$ cat config.mk
export PLATFORM = sky130hd
export DESIGN_NAME = toggle_pulse_gen
export DESIGN_NICKNAME = d
export VERILOG_FILES = /design/src/rtl/toggle_pkg.sv /design/src/rtl/sync_2ff.sv /design/src/rtl/toggle_pulse_gen.sv
export SDC_FILE = /design/constraint.sdc
export NUM_CORES = 1
export LEC_CHECK = 0
export ABC_AREA = 1
export BUFFER_PORTS_ARGS = -buffer_cell sky130_fd_sc_hd__buf_4
export CAP_MARGIN = 0
export CORE_MARGIN = 1.5
export CORE_UTILIZATION = 46
export CTS_BUF_LIST = sky130_fd_sc_hd__clkbuf_16
export DETAILED_ROUTE_END_ITERATION = 10
export GPL_ROUTABILITY_DRIVEN = 0
export PLACE_DENSITY_LB_ADDON = 0.2
export SETUP_SLACK_MARGIN = 0.15
export SYNTH_ARGS = -nofsm -noshare
export SYNTH_HDL_FRONTEND = slang
export SYNTH_HIERARCHICAL = 1
export SYNTH_SLANG_ARGS = --single-unit
$ cat constraint.sdc
create_clock -name clk -period 1.15 [get_ports clk]
set_input_delay 0.115 -clock clk [delete_from_list [all_inputs] [get_ports clk]]
set_output_delay 0.115 -clock clk [all_outputs]
set_load 0.02 [all_outputs]
$ cat src/rtl/toggle_pkg.sv
// Shared definitions for the pushbutton toggle pulse generator.
package toggle_pkg;

   typedef enum logic [1:0] {
      IDLE         = 2'd0,
      PRESS_WAIT   = 2'd1,
      HELD         = 2'd2,
      RELEASE_WAIT = 2'd3
   } state_t;

   localparam int DEBOUNCE_CYCLES_DEF = 4;

endpackage

$ cat src/rtl/sync_2ff.sv
// Two-flop synchronizer for a single asynchronous level.
module sync_2ff (
   input  logic clk,
   input  logic rst_n,
   input  logic d,
   output logic q
);

   logic meta;

   always_ff @(posedge clk or negedge rst_n) begin
      if (!rst_n) begin
         meta <= 1'b0;
         q    <= 1'b0;
      end else begin
         meta <= d;
         q    <= meta;
      end
   end

endmodule

$ cat src/rtl/toggle_pulse_gen.sv
// Debounces a raw pushbutton and emits one registered T/En pulse per accepted press.
//
//   state        | meaning
//   -------------+-----------------------------------------------
//   IDLE         | button released and debounced
//   PRESS_WAIT   | button seen high, counting stable-high samples
//   HELD         | press accepted, waiting for release (no repeat)
//   RELEASE_WAIT | button seen low, counting stable-low samples
module toggle_pulse_gen #(
   parameter int DEBOUNCE_CYCLES = toggle_pkg::DEBOUNCE_CYCLES_DEF,
   parameter int CNT_W           = 8
) (
   input  logic             clk,
   input  logic             rst_n,
   input  logic             btn_in,
   output logic             t_out,
   output logic             en_out,
   output logic             busy,
   output logic [CNT_W-1:0] press_cnt
);

   import toggle_pkg::*;

   localparam int               DBC_W   = $clog2(DEBOUNCE_CYCLES);
   localparam logic [DBC_W-1:0] DBC_MAX = DBC_W'(DEBOUNCE_CYCLES - 1);
   localparam logic [DBC_W-1:0] DBC_ONE = DBC_W'(1);
   localparam logic [CNT_W-1:0] CNT_ONE = CNT_W'(1);

   logic             btn_s;
   state_t           state, state_nxt;
   logic [DBC_W-1:0] dbc, dbc_nxt;
   logic             fire;

   sync_2ff u_sync (
      .clk   (clk),
      .rst_n (rst_n),
      .d     (btn_in),
      .q     (btn_s)
   );

   always_comb begin
      state_nxt = state;
      dbc_nxt   = dbc;
      fire      = 1'b0;
      case (state)
         IDLE: begin
            if (btn_s) begin
               state_nxt = PRESS_WAIT;
               dbc_nxt   = DBC_ONE;
            end
         end
         PRESS_WAIT: begin
            if (!btn_s) begin
               state_nxt = IDLE;
               dbc_nxt   = '0;
            end else if (dbc == DBC_MAX) begin
               state_nxt = HELD;
               dbc_nxt   = '0;
               fire      = 1'b1;
            end else begin
               dbc_nxt = dbc + DBC_ONE;
            end
         end
         HELD: begin
            if (!btn_s) begin
               state_nxt = RELEASE_WAIT;
               dbc_nxt   = DBC_ONE;
            end
         end
         RELEASE_WAIT: begin
            // a high sample here is release bounce, so the press is still in force
            if (btn_s) begin
               state_nxt = HELD;
               dbc_nxt   = '0;
            end else if (dbc == DBC_MAX) begin
               state_nxt = IDLE;
               dbc_nxt   = '0;
            end else begin
               dbc_nxt = dbc + DBC_ONE;
            end
         end
         default: begin
            state_nxt = IDLE;
            dbc_nxt   = '0;
         end
      endcase
   end

   always_ff @(posedge clk or negedge rst_n) begin
      if (!rst_n) begin
         state     <= IDLE;
         dbc       <= '0;
         t_out     <= 1'b0;
         en_out    <= 1'b0;
         busy      <= 1'b0;
         press_cnt <= '0;
      end else begin
         state  <= state_nxt;
         dbc    <= dbc_nxt;
         t_out  <= fire;
         en_out <= fire;
         // decoded from the next state so busy lines up with the registered state
         busy   <= (state_nxt != IDLE);
         if (fire) press_cnt <= press_cnt + CNT_ONE;
      end
   end

endmodule
# --- Yosys cells after proc, flatten, opt, wreduce, memory -nomap -nowiden ---
# Cells that the tools add are included.
totals:
  regBits: 16
  latch_bits: 0
  ram_bits: 0
  romBits: 0
  inputBits: 3
  output_inout_bits: 11
  elab_cells: 34
  n_memories: 0
op_classes:
  add_sub_neg: 2
  multipliers: 0
  div: 0
  magnitude_cmp: 0
  eq_ne: 6
  shift: 0
  muxes: 16
  bitwise_logic: 0
  reduce_logical: 3
op_table:
  columns: ["op", "n"]
  rows:
  - ["2-to-1 mux 2 bit", 11]
  - ["case mux 2 bit (4 select lines)", 2]
  - ["adder 8 x 1 -> 8 bit (second input constant)", 1]
  - ["== test 2 bit (second input constant)", 3]
  - ["2-to-1 mux 1 bit", 3]
  - ["adder 2 x 1 -> 2 bit (second input constant)", 1]
  - ["== test 2 x 1 -> 1 bit (second input constant)", 1]
  - ["logical NOT 2 bit", 1]
  - ["inequality test 2 x 1 -> 1 bit (second input constant)", 1]
  - ["inequality test 2 bit (second input constant)", 1]
  - ["AND reduction 2 bit", 1]
  - ["nonzero test 2 bit", 1]

# --- Logic depth before layout (Yosys ltp) ---
# Gate-level depths: netlist of the first run.
depth:
  ltp_word: 5
  mapped_depth: 8
  mapped_depth_nobuf: 7

# --- Hierarchy ---
# The synthesis of the first run kept the hierarchy.
modules_own_cells:
  columns: ["module", "n_inst", "cells_each", "area_each_um2", "seq_area_each_um2"]
  rows:
  - ["toggle_pulse_gen", 1, 73, 685.7, 350.3]
  - ["sync_2ff", 1, 2, 50.0, 50.0]

# --- Least setup slack after synthesis of the first run ---
# Ideal clock, no wire load.
synth_path:
  path_kind: "reg-to-reg"
  from: "register press_cnt[0]"
  to: "register press_cnt[6]"
  arrival_time_ps: 1106
  t_required_ps: 1037
  setup_slack_ps: -69
  stages_incl_launch_ff: 7
  period_less_slack_ps: 1219
  path_cell_list: "dfrtp_1 ha_1 nand2_1 nor2_1 nand4_1 nand2_1 inv_1"
synth_between:
  elab_chain_cells: 1
synth_rtl:
  columns: ["element", "line", "rtl"]
  rows:
  - ["start: declaration", "toggle_pulse_gen.sv:19", "output logic [CNT_W-1:0] press_cnt"]
  - ["start signal: assignment", "toggle_pulse_gen.sv:104", "if (fire) press_cnt <= press_cnt + CNT_ONE;"]
  - ["adder 8 x 1 -> 8 bit", "toggle_pulse_gen.sv:104", null]
# No other way between the ends.
# A chain may end at the register's enable or synchronous reset.

# --- Worst setup path in the final report of the first run ---
layout_path:
  from: "register dbc[1]"
  to: "register press_cnt[5]"
layout_between:
  elab_chain_cells: 4
layout_rtl:
  columns: ["element", "line", "rtl"]
  rows:
  - ["start: declaration", "toggle_pulse_gen.sv:31", "logic [DBC_W-1:0] dbc, dbc_nxt;"]
  - ["start signal: assignment", "toggle_pulse_gen.sv:99", "dbc <= dbc_nxt;"]
  - ["== test 2 bit", "toggle_pulse_gen.sv:56", "end else if (dbc == DBC_MAX) begin"]
  - ["2-to-1 mux 1 bit", "toggle_pulse_gen.sv:56", null]
  - ["2-to-1 mux 1 bit", "toggle_pulse_gen.sv:53", "if (!btn_s) begin"]
  - ["2-to-1 mux 1 bit", "toggle_pulse_gen.sv:45", "case (state)"]
# No other way between the ends.

==> impl_metrics.py, run 1 <==
metrics = {
    "critical_path": {
        "path_max_fanout": 7,
        "worstPathArrival_ns": 1.31,
        "setup.worst_path.end_class": "flip-flop",
        "critPathKind": "flip-flop to flip-flop",
        "critPathSlowestCell": "dfrtp_1",
        "crit_top_cell": "nand2_2",
        "cp_num_buf_inv": 1,
        "worstPathCellList": "ha_2, nand2_2, nor2_4, buf_6, nand2_2, xor2_1",
        "worstPathRequired_ns": 1.28,
        "path_delay_family": "flip-flops",
        "start_kind": "flip-flop",
        "cp_slowest_stage_delay_ns": 0.35,
    },
    "die": {
        "io_pins": 14,
        "dieArea_mm2": 0.00185,
        "die_w_um": 43.0,
        "fp-row-count": 14,
        "core_mm2": 0.00151,
        "start_util_pct": 48.8,
        "die_h_um": 43.0,
    },
    "detailed_routing": {
        "route.detailed.drc": 0,
        "drt-total-wl_um": 1260,
        "detail_route.vias_per_cell": 4.71,
        "ant_nets": 0,
        "drtPass1Iterations": 3,
        "wire_per_inst_um": 11.0,
        "drtIter0Drc": 4,
        "vias": 537,
    },
    "sta": {
        "hold_viol_final": 0,
        "final-setup-viol-count": 5,
        "fin_crit_sh_pct": 103,
        "clock_skew_ns": 0.00366,
        "rsz0062_at_grt": "yes",
        "max_freq_ghz": 0.848,
        "maxSlewHeadroom_pct": 86.1,
        "fin_crit_ns": 1.18,
        "worst_pin_slew_ns": 0.208,
        "setup_ws_ns": -0.0290,
        "whs_ns": 0.267,
        "slew_violations": 0,
    },
    "power": {
        "powerDensity_mw_per_mm2": 1920,
        "p_leak_nw": 0.551,
        "ir_worst_vdd_v": 0.00151,
    },
    "grt": {
        "grt_pass1_wl_um": 2260,
        "gr-usage-met2_pct": 25.8,
        "overflow": 0,
        "grt.total_usage_pct": 16.5,
        "busiest_layer": "met2",
        "grtUsageMet3_pct": 3.83,
        "grt_pass1_vias": 531,
        "antenna_found_initial": 0,
        "grt_start_max_net_pins": 17,
        "use_met1_pct": 22.0,
    },
    "finish": {
        "antennaDiodeCount": 0,
        "drive_above_1_share_pct": 44.9,
        "instances_no_fill": 114,
        "nets": 104,
        "regArea_um2": 404,
        "area_growth_syn_to_layout_pct": 41.5,
        "multi_input_area_um2": 323,
        "nFillCells": 124,
    },
    "logic_synthesis": {
        "yosys.cell_count.top_type": "nand2_1",
        "netlist-cell-type-count": 18,
        "synthCells": 75,
        "synth_seq_cells": 16,
        "synthTopCellsByArea": "dfrtp_1 (54%), nand2_1 (9.2%), inv_1 (6.6%)",
        "ys_seq_area_share_pct": 54.4,
        "synthesis.nets": 80,
        "synth_ff_type": "dfrtp_1",
        "synthArstFlopShare_pct": 100,
        "yosysWarnings": 6,
        "synth_top_cell_area_share_pct": 54.4,
        "synth_commonest_cells": "nand2_1 (18), dfrtp_1 (16), inv_1 (13)",
        "synth_edf_count": 0,
        "yosys.area.top_type": "dfrtp_1",
        "syn_area_per_cell_um2": 9.81,
        "synth_area_um2": 736,
    },
    "run": {
        "cap_violations": 0,
    },
    "status": {
        "violations": "setup timing",
        "outcome": "finished with violations",
    },
    "place": {
        "portBuffers": 13,
        "hpwl_um": 881,
        "place_inst": 105,
    },
    "clocking": {
        "clock_latency_ns": 0.24,
        "clk_pin_slew_ns": 0.05,
        "h-tree-depth": 1,
        "cts_buffer_depth": 2,
        "cts_buffers": 3,
        "cts_root_buf": "clkbuf_16",
        "cts_tree": "yes",
        "clock_sinks": 16,
    },
    "min_path": {
        "hp-class": "input port to async pin",
    },
}
## per-stage QoR
stage | power [W] | area (µm²) | util [%] | TNS, ns | setup WS, ns
after floorplan | 0.00107 | 772 | - | 0 | 0.0128
after global placement | 0.00121 | 893 | 59.3 | -0.0918 | -0.0302
after detailed placement | 0.00123 | 893 | 59.3 | -0.261 | -0.0686
after CTS | 0.00195 | 1010 | 67.1 | -0.0670 | -0.0228
after global routing | 0.00213 | 1040 | 69.1 | -0.467 | -0.0928
final | 0.00200 | 1040 | 69.1 | -0.106 | -0.0290
## cell usage in the layout, fill, tap and decap left out
| cell type | n |
|---|---|
| and2_2 | 1 |
| dlygate4sd3_1 | 2 |
| nand4_1 | 2 |
| o31ai_1 | 1 |
| nor2_1 | 1 |
| dfrtp_1 | 13 |
| clkbuf_16 | 3 |
| nor2_4 | 2 |
| buf_6 | 1 |
| clkinv_1 | 1 |
| buf_4 | 18 |
| nand2_4 | 2 |
| dfrtp_2 | 3 |
| inv_1 | 13 |
| nand2_1 | 16 |
| xnor2_2 | 2 |
| o21ai_0 | 1 |
| ha_4 | 1 |
| nand3_1 | 2 |
| o21ai_1 | 1 |
| o21ai_2 | 2 |
| ha_2 | 1 |
| nand2_2 | 3 |
| xor2_1 | 1 |
| nand3_2 | 2 |
| nor2_2 | 2 |
| xor2_2 | 1 |
## final timing paths
| kind | from | endpoint | slack (ns) | cells after the start |
|---|---|---|---|---|
| min in group clk | u_sync/meta | u_sync/q | 0.35 | 0 |
| worst max register to register | dbc[1] | press_cnt[5] | -0.03 | 6 |
| worst min register to register | u_sync/meta | u_sync/q | 0.35 | 0 |
| max in group asynchronous | rst_n | press_cnt[0] | 0.69 | 2 |
| worst max-delay path | dbc[1] | press_cnt[5] | -0.03 | 6 |
| worst min-delay path | rst_n | en_out | 0.27 | 2 |
## logic make-up after synthesis
family	share of synthesized area [%]
simple gates	22.4
flops	54.4
buf+inv	9.18
compound gates	3.74
xor+xnor	6.80
fa+ha+maj	3.40
## where the power goes
part	switching, W	total [W]	internal, W
clock network	0.000197	0.000656	0.000460
registers	0.000120	0.000807	0.000687
logic	0.000266	0.000538	0.000272
total	0.000583	0.00200	0.00142
## flip-flops by register name, summed over array words and instances (netlist names)
register     flops
press_cnt        8
dbc              2
state            2
busy             1
en_out           1
u_sync/meta      1
u_sync/q         1
## timing repair
| item | in CTS | in global routing |
|---|---|---|
| setup endpoints to repair | 12 | 13 |
| endpoints found under the hold margin | 17 | 0 |
| buffers inserted | 1 | 2 |
| pin swaps | 2 | 0 |
| resized for setup | 5 | 3 |
| hold buffers | 2 | 0 |
## area by class of cell
cell class	instances	share of cell area [%]
clock buffer	3	7.21
clock inverter	1	0.361
inverter	13	4.69
multi-input combinational	44	31.0
sequential	16	38.8
tap	16	1.92
timing repair buffer	21	16.0
## layer usage
metal  up-vias  part of all wire [%]
met5         -                     0
met4         0                  0.95
met3         2                   4.7
met2        12                    45
met1       249                    49
li1        274                     -
Note: power is estimated with default switching activity, not from simulation.
==> inputs of run 2 (changes only) <==
--- a/config.mk
+++ b/config.mk
@@ -17,5 +17,4 @@
 export SETUP_SLACK_MARGIN = 0.15
 export SYNTH_ARGS = -nofsm -noshare
 export SYNTH_HDL_FRONTEND = slang
-export SYNTH_HIERARCHICAL = 1
 export SYNTH_SLANG_ARGS = --single-unit
==> run 2 against run 1 <==
  * The flow still finishes with violations (setup timing)
  * Global-route usage decreased by 0.71 points
  * Clock power increased by 2%
  * Largest cell class unchanged
  * Wire length decreased by 3.5%
  * Die area unchanged
  * Sequential share of layout area unchanged
  * Highest routed layer unchanged
  * First-iteration DRC count decreased by 25%
  * Total power decreased by 0.56%
  * Largest power group unchanged
  * Sequential power increased by 2%
  * Non-clock buffer count decreased by 2
==> impl_metrics.py, run 2 <==
metrics = {
    "status": {
        "outcome": "finished with violations",
        "violations": "setup timing",
    },
    "clocking": {
        "h-tree-depth": 1,
        "clk_pin_slew_ns": 0.05,
        "cts_root_buf": "clkbuf_16",
        "cts_buffers": 3,
        "cts_tree": "yes",
        "clock_sinks": 16,
        "clock_latency_ns": 0.24,
        "cts_buffer_depth": 2,
    },
    "detailed_routing": {
        "ant_nets": 0,
        "drtPass1Iterations": 2,
        "drtIter0Drc": 3,
        "vias": 526,
        "route.detailed.drc": 0,
        "drt-total-wl_um": 1210,
        "detail_route.vias_per_cell": 4.70,
        "wire_per_inst_um": 10.8,
    },
    "critical_path": {
        "critPathSlowestCell": "dfrtp_1",
        "cp_num_buf_inv": 1,
        "reg2reg_depth": 6,
        "r2r_setup_slack_ns": -0.004,
        "worstPathArrival_ns": 1.28,
        "crit_cells": 6,
        "r2r-start": "dbc[0]",
        "worstPathCellList": "ha_4, nand2_4, nor2_4, buf_6, nand2_2, xor2_1",
        "worstPathRequired_ns": 1.28,
        "start_kind": "flip-flop",
        "worstReg2RegEnd": "press_cnt[5]",
        "path_max_fanout": 7,
        "cp_slowest_stage_delay_ns": 0.39,
        "setup.worst_path.end_class": "flip-flop",
        "critPathKind": "flip-flop to flip-flop",
        "path_delay_family": "flip-flops",
    },
    "logic_synthesis": {
        "yosys.area.top_type": "dfrtp_1",
        "synth_seq_cells": 16,
        "synth_area_um2": 736,
        "synthTopCellsByArea": "dfrtp_1 (54%), nand2_1 (9.2%), inv_1 (6.6%)",
        "netlist-cell-type-count": 18,
        "synth_edf_count": 0,
        "yosysWarnings": 0,
        "synth_top_cell_area_share_pct": 54.4,
        "synth_ff_type": "dfrtp_1",
        "synthArstFlopShare_pct": 100,
        "synth_commonest_cells": "nand2_1 (18), dfrtp_1 (16), inv_1 (13)",
        "synthesis.nets": 80,
        "syn_area_per_cell_um2": 9.81,
        "yosys.cell_count.top_type": "nand2_1",
        "synthCells": 75,
        "ys_seq_area_share_pct": 54.4,
    },
    "place": {
        "portBuffers": 13,
        "hpwl_um": 818,
    },
    "sta": {
        "fin_crit_sh_pct": 100,
        "max_freq_ghz": 0.866,
        "hold_viol_final": 0,
        "setup_ws_ns": -0.00441,
        "final-setup-viol-count": 1,
        "whs_ns": 0.267,
        "rsz0062_at_grt": "yes",
        "fin_crit_ns": 1.15,
        "maxSlewHeadroom_pct": 85.9,
        "slew_violations": 0,
        "clock_skew_ns": 0.00235,
        "worst_pin_slew_ns": 0.210,
    },
    "power": {
        "ir_worst_vdd_v": 0.00167,
        "powerDensity_mw_per_mm2": 1910,
        "finalPower_w": 0.00199,
        "p_leak_nw": 0.552,
    },
    "grt": {
        "antenna_found_initial": 0,
        "grt.total_usage_pct": 15.8,
        "grt_start_max_net_pins": 17,
        "grt_pass1_wl_um": 1990,
        "grt_pass1_vias": 463,
        "overflow": 0,
    },
    "finish": {
        "reg_top3": "press_cnt (8), dbc (2), state (2)",
        "final_core_util_pct": 69.1,
        "drive_above_1_share_pct": 43.8,
        "antennaDiodeCount": 0,
        "nets": 102,
        "largest_reg_flops": 8,
        "area_growth_syn_to_layout_pct": 41.5,
        "top_register": "press_cnt",
        "final_cell_mix": "nand2_1 (14), buf_4 (14), dfrtp_1 (13), inv_1 (12), nand2_2 (4)",
    },
    "run": {
        "cap_violations": 0,
    },
    "die": {
        "dieArea_mm2": 0.00185,
        "fp-row-count": 14,
        "start_util_pct": 48.8,
        "io_pins": 14,
        "core_mm2": 0.00151,
        "die_h_um": 43.0,
        "die_w_um": 43.0,
    },
    "min_path": {
        "hp-class": "input port to async pin",
    },
}
==> run 2: cell counts after synthesis <==
Identical to the previous run, type by type.
==> run 2: power by group <==
| part | internal, W | leakage (nW) | switching (W) |
|---|---|---|---|
| combinational | 0.000245 | 0.311 | 0.000248 |
| clock | 0.000461 | 0.0385 | 0.000210 |
| sequential | 0.000687 | 0.203 | 0.000139 |
| total | 0.00139 | 0.552 | 0.000597 |
==> run 2: through the flow <==
step	instances	setup WS (ns)	instance area (µm²)	TNS (ns)
after floorplan	75	0.0128	772	0
after global placement	105	-0.00196	893	-0.00196
after detailed placement	105	-0.0481	893	-0.206
after CTS	112	-0.0326	1020	-0.0881
after global routing	112	-0.0954	1040	-0.480
final	112	-0.00441	1040	-0.00441
==> run 2: repair_timing <==
item,in CTS,in global routing
setup endpoints to repair,9,14
pin swaps,3,2
hold endpoints to repair,17,0
resized for setup,8,4
buffers inserted,1,0
hold buffers,2,0
gates cloned,0,0
==> run 2: final cells by class <==
class	count	area (µm²)
clock inverter	1	3.75
fill	120	465
inverter	13	51.3
multi-input combinational	44	328
timing repair buffer	19	159
sequential	16	404
clock buffer	3	75.1
tap	16	20.0
==> run 2: worst max path at each step <==
stage / startpoint / to / slack, ns
2_1_floorplan: dbc[0] / press_cnt[5] / 0.01
4_1_cts: dbc[0] / press_cnt[5] / -0.03
3_5_place_dp: dbc[0] / press_cnt[5] / -0.05
6_report: dbc[0] / press_cnt[5] / -0.004
3_3_place_gp: dbc[1] / press_cnt[5] / -0.002
5_1_grt: dbc[0] / press_cnt[6] / -0.1
==> run 2: cell families after synthesis <==
family                   count (synthesis)  synth area share [%]
AO/OA/AOI/OAI                            5                  3.74
XOR/XNOR                                 4                  6.80
adder cells (fa/ha/maj)                  2                  3.40
buffers and inverters                   15                  9.18
flip-flops                              16                  54.4
AND/OR/NAND/NOR                         33                  22.4
==> run 2: per-layer routing <==
layer | share of wire, % | GRT usage, % | wire length, µm
met1 | 50 | 21.2 | 607
met2 | 41 | 20.6 | 503
met3 | 4.2 | 3.83 | 51
met4 | 4.1 | 14.5 | 50
met5 | 0 | 0 | 0
==> inputs of run 3 (changes only) <==
==> constraint.sdc (replaced) <==
create_clock -name clk -period 1 [get_ports clk]
set_input_delay 0.1 -clock clk [delete_from_list [all_inputs] [get_ports clk]]
set_output_delay 0.1 -clock clk [all_outputs]
set_load 0.02 [all_outputs]
==> run 3 against run 2 <==
  * The flow still finishes with violations (setup timing)
  * Cell count grew 11%
  * First-iteration DRC count decreased by 67%
  * Core utilization rose by 12 points
  * Flip-flop and latch count did not move
  * Hold slack worse by 0.015 ns
  * Worst setup slack got worse by 0.15 ns
  * Critical path depth unchanged
  * Clock power grew 14%
  * Fmax shrank 0.16%
  * Largest cell class unchanged
==> impl_metrics.py, run 3 (synthesis results as in run 2) <==
metrics = {
    "status": {
        "outcome": "finished with violations",
        "violations": "setup timing",
    },
    "clocking": {
        "clk_pin_slew_ns": 0.05,
        "clock_sinks": 16,
        "clock_latency_ns": 0.24,
        "h-tree-depth": 1,
        "cts_tree": "yes",
        "cts_buffer_depth": 2,
        "cts_root_buf": "clkbuf_16",
        "cts_buffers": 3,
    },
    "finish": {
        "final_cell_mix": "buf_6 (17), dfrtp_1 (13), inv_1 (11), nand2_1 (11), buf_4 (11)",
        "multi_input_area_um2": 354,
        "regArea_um2": 404,
        "top_register": "press_cnt",
        "nets": 114,
        "antennaDiodeCount": 0,
        "area_growth_syn_to_layout_pct": 65.8,
        "nFillCells": 98,
        "reg_top3": "press_cnt (8), dbc (2), state (2)",
        "drive_above_1_share_pct": 55.6,
        "largest_reg_flops": 8,
        "final_area_mm2": 0.00122,
        "layout_commonest_cell": "buf_6",
    },
    "critical_path": {
        "worstPathRequired_ns": 1.13,
        "critPathKind": "flip-flop to flip-flop",
        "path_max_fanout": 2,
        "setup.worst_path.end_class": "flip-flop",
        "start_kind": "flip-flop",
        "worstPathArrival_ns": 1.28,
    },
    "run": {
        "cap_violations": 0,
    },
    "detailed_routing": {
        "detail_route.vias_per_cell": 4.67,
        "drt-total-wl_um": 1380,
        "wire_per_inst_um": 11.1,
        "drtPass1Iterations": 2,
        "vias": 579,
        "ant_nets": 0,
        "drtIter0Drc": 1,
        "route.detailed.drc": 0,
    },
    "sta": {
        "fin_crit_sh_pct": 116,
        "whs_ns": 0.252,
        "slew_violations": 0,
        "max_freq_ghz": 0.865,
        "worst_pin_slew_ns": 0.204,
        "maxSlewHeadroom_pct": 86.4,
        "fin_crit_ns": 1.16,
        "hold_viol_final": 0,
        "setup_ws_ns": -0.156,
        "rsz0062_at_grt": "yes",
        "final-setup-viol-count": 11,
        "clock_skew_ns": 0.00116,
    },
    "grt": {
        "grt_start_max_net_pins": 17,
        "antenna_found_initial": 0,
        "grt_pass1_vias": 579,
        "overflow": 0,
        "grt.total_usage_pct": 17.7,
        "grt_pass1_wl_um": 2390,
    },
    "power": {
        "powerDensity_mw_per_mm2": 2140,
        "pwr-share-seq_pct": 35.4,
        "ir_worst_vdd_v": 0.00192,
        "p_leak_nw": 0.642,
        "switching_share_pct": 29.9,
        "p_comb_share_pct": 35.4,
        "p_int_w": 0.00183,
        "p_sw_w": 0.000781,
        "clkPwrFrac_pct": 29.3,
    },
    "place": {
        "portBuffers": 13,
        "hpwl_um": 920,
        "place_area_um2": 966,
    },
    "die": {
        "fp-row-count": 14,
        "die_h_um": 43.0,
        "core_mm2": 0.00151,
        "die_w_um": 43.0,
        "dieArea_mm2": 0.00185,
        "io_pins": 14,
        "start_util_pct": 48.8,
    },
    "min_path": {
        "hp-class": "input port to async pin",
    },
}
==> run 3: changes by cell type in the layout (fill, tap and decap cells not counted), sizes merged <==
cell / before / now
buf: 17 / 29
==> run 3: metrics by stage <==
stage               utilization [%]  instances  TNS (ns)  worst slack (ns)  total power, W
floorplan                         -         75    -0.674            -0.130         0.00127
CTS                            77.9        123     -1.24            -0.159         0.00247
finish                         81.0        124     -1.14            -0.156         0.00261
global route                   81.0        124     -1.80            -0.224         0.00275
detailed placement             64.1        111     -1.45            -0.219         0.00155
global placement               64.1        111     -1.18            -0.187         0.00153
==> run 3: per-layer routing <==
layer  wire length, µm  GRT usage [%]  share of wire [%]
met4                 9           9.09               0.65
met5                 0              0                  0
met2               695           28.8                 51
met3                64           4.68                4.7
met1               606           21.5                 44
==> run 3: power by group through the flow <==
stage / logic, W / registers [W] / clock network (W)
5_1_grt: 0.00101 / 0.000942 / 0.000800
4_1_cts: 0.000764 / 0.000921 / 0.000780
3_3_place_gp: 0.000607 / 0.000920 / 0
3_5_place_dp: 0.000628 / 0.000922 / 0
6_report: 0.000923 / 0.000924 / 0.000764
2_1_floorplan: 0.000281 / 0.000992 / 0
==> run 3: what timing repair did <==
action | in CTS | in global routing
setup endpoints to repair | 24 | 25
setup buffers | 6 | 1
endpoints found under the hold margin | 17 | 0
hold buffers | 2 | 0
gates resized for setup | 19 | 12
pin swaps | 2 | 1
==> run 3: layout make-up <==
| cell class | count | share of cell area (%) |
|---|---|---|
| clock buffers | 3 | 6.15 |
| repair buffers | 31 | 25.7 |
| multi-input cells | 44 | 29.0 |
| clock inverters | 1 | 0.308 |
| inverters | 13 | 4.00 |
| flip-flops and latches | 16 | 33.1 |
| well taps | 16 | 1.64 |
==> run 3: final timing paths <==
check / startpoint / to / slack [ns] / cells after the start
max reg2reg: dbc[1] / press_cnt[0] / -0.16 / 6
min in group clk: u_sync.meta / u_sync.q / 0.35 / 0
max in group asynchronous: rst_n / press_cnt[1] / 0.55 / 2
min reg2reg: u_sync.meta / u_sync.q / 0.35 / 0
min: rst_n / dbc[1] / 0.25 / 2
max: dbc[1] / press_cnt[0] / -0.16 / 6
==> run 3: critical path, stage by stage, from the launching register on <==
cell and delay (ns):
dfrtp_1 0.40, ha_4 0.18, nand2_4 0.06, nor2_4 0.04, buf_6 0.11, buf_6 0.11, xor2_1 0.13
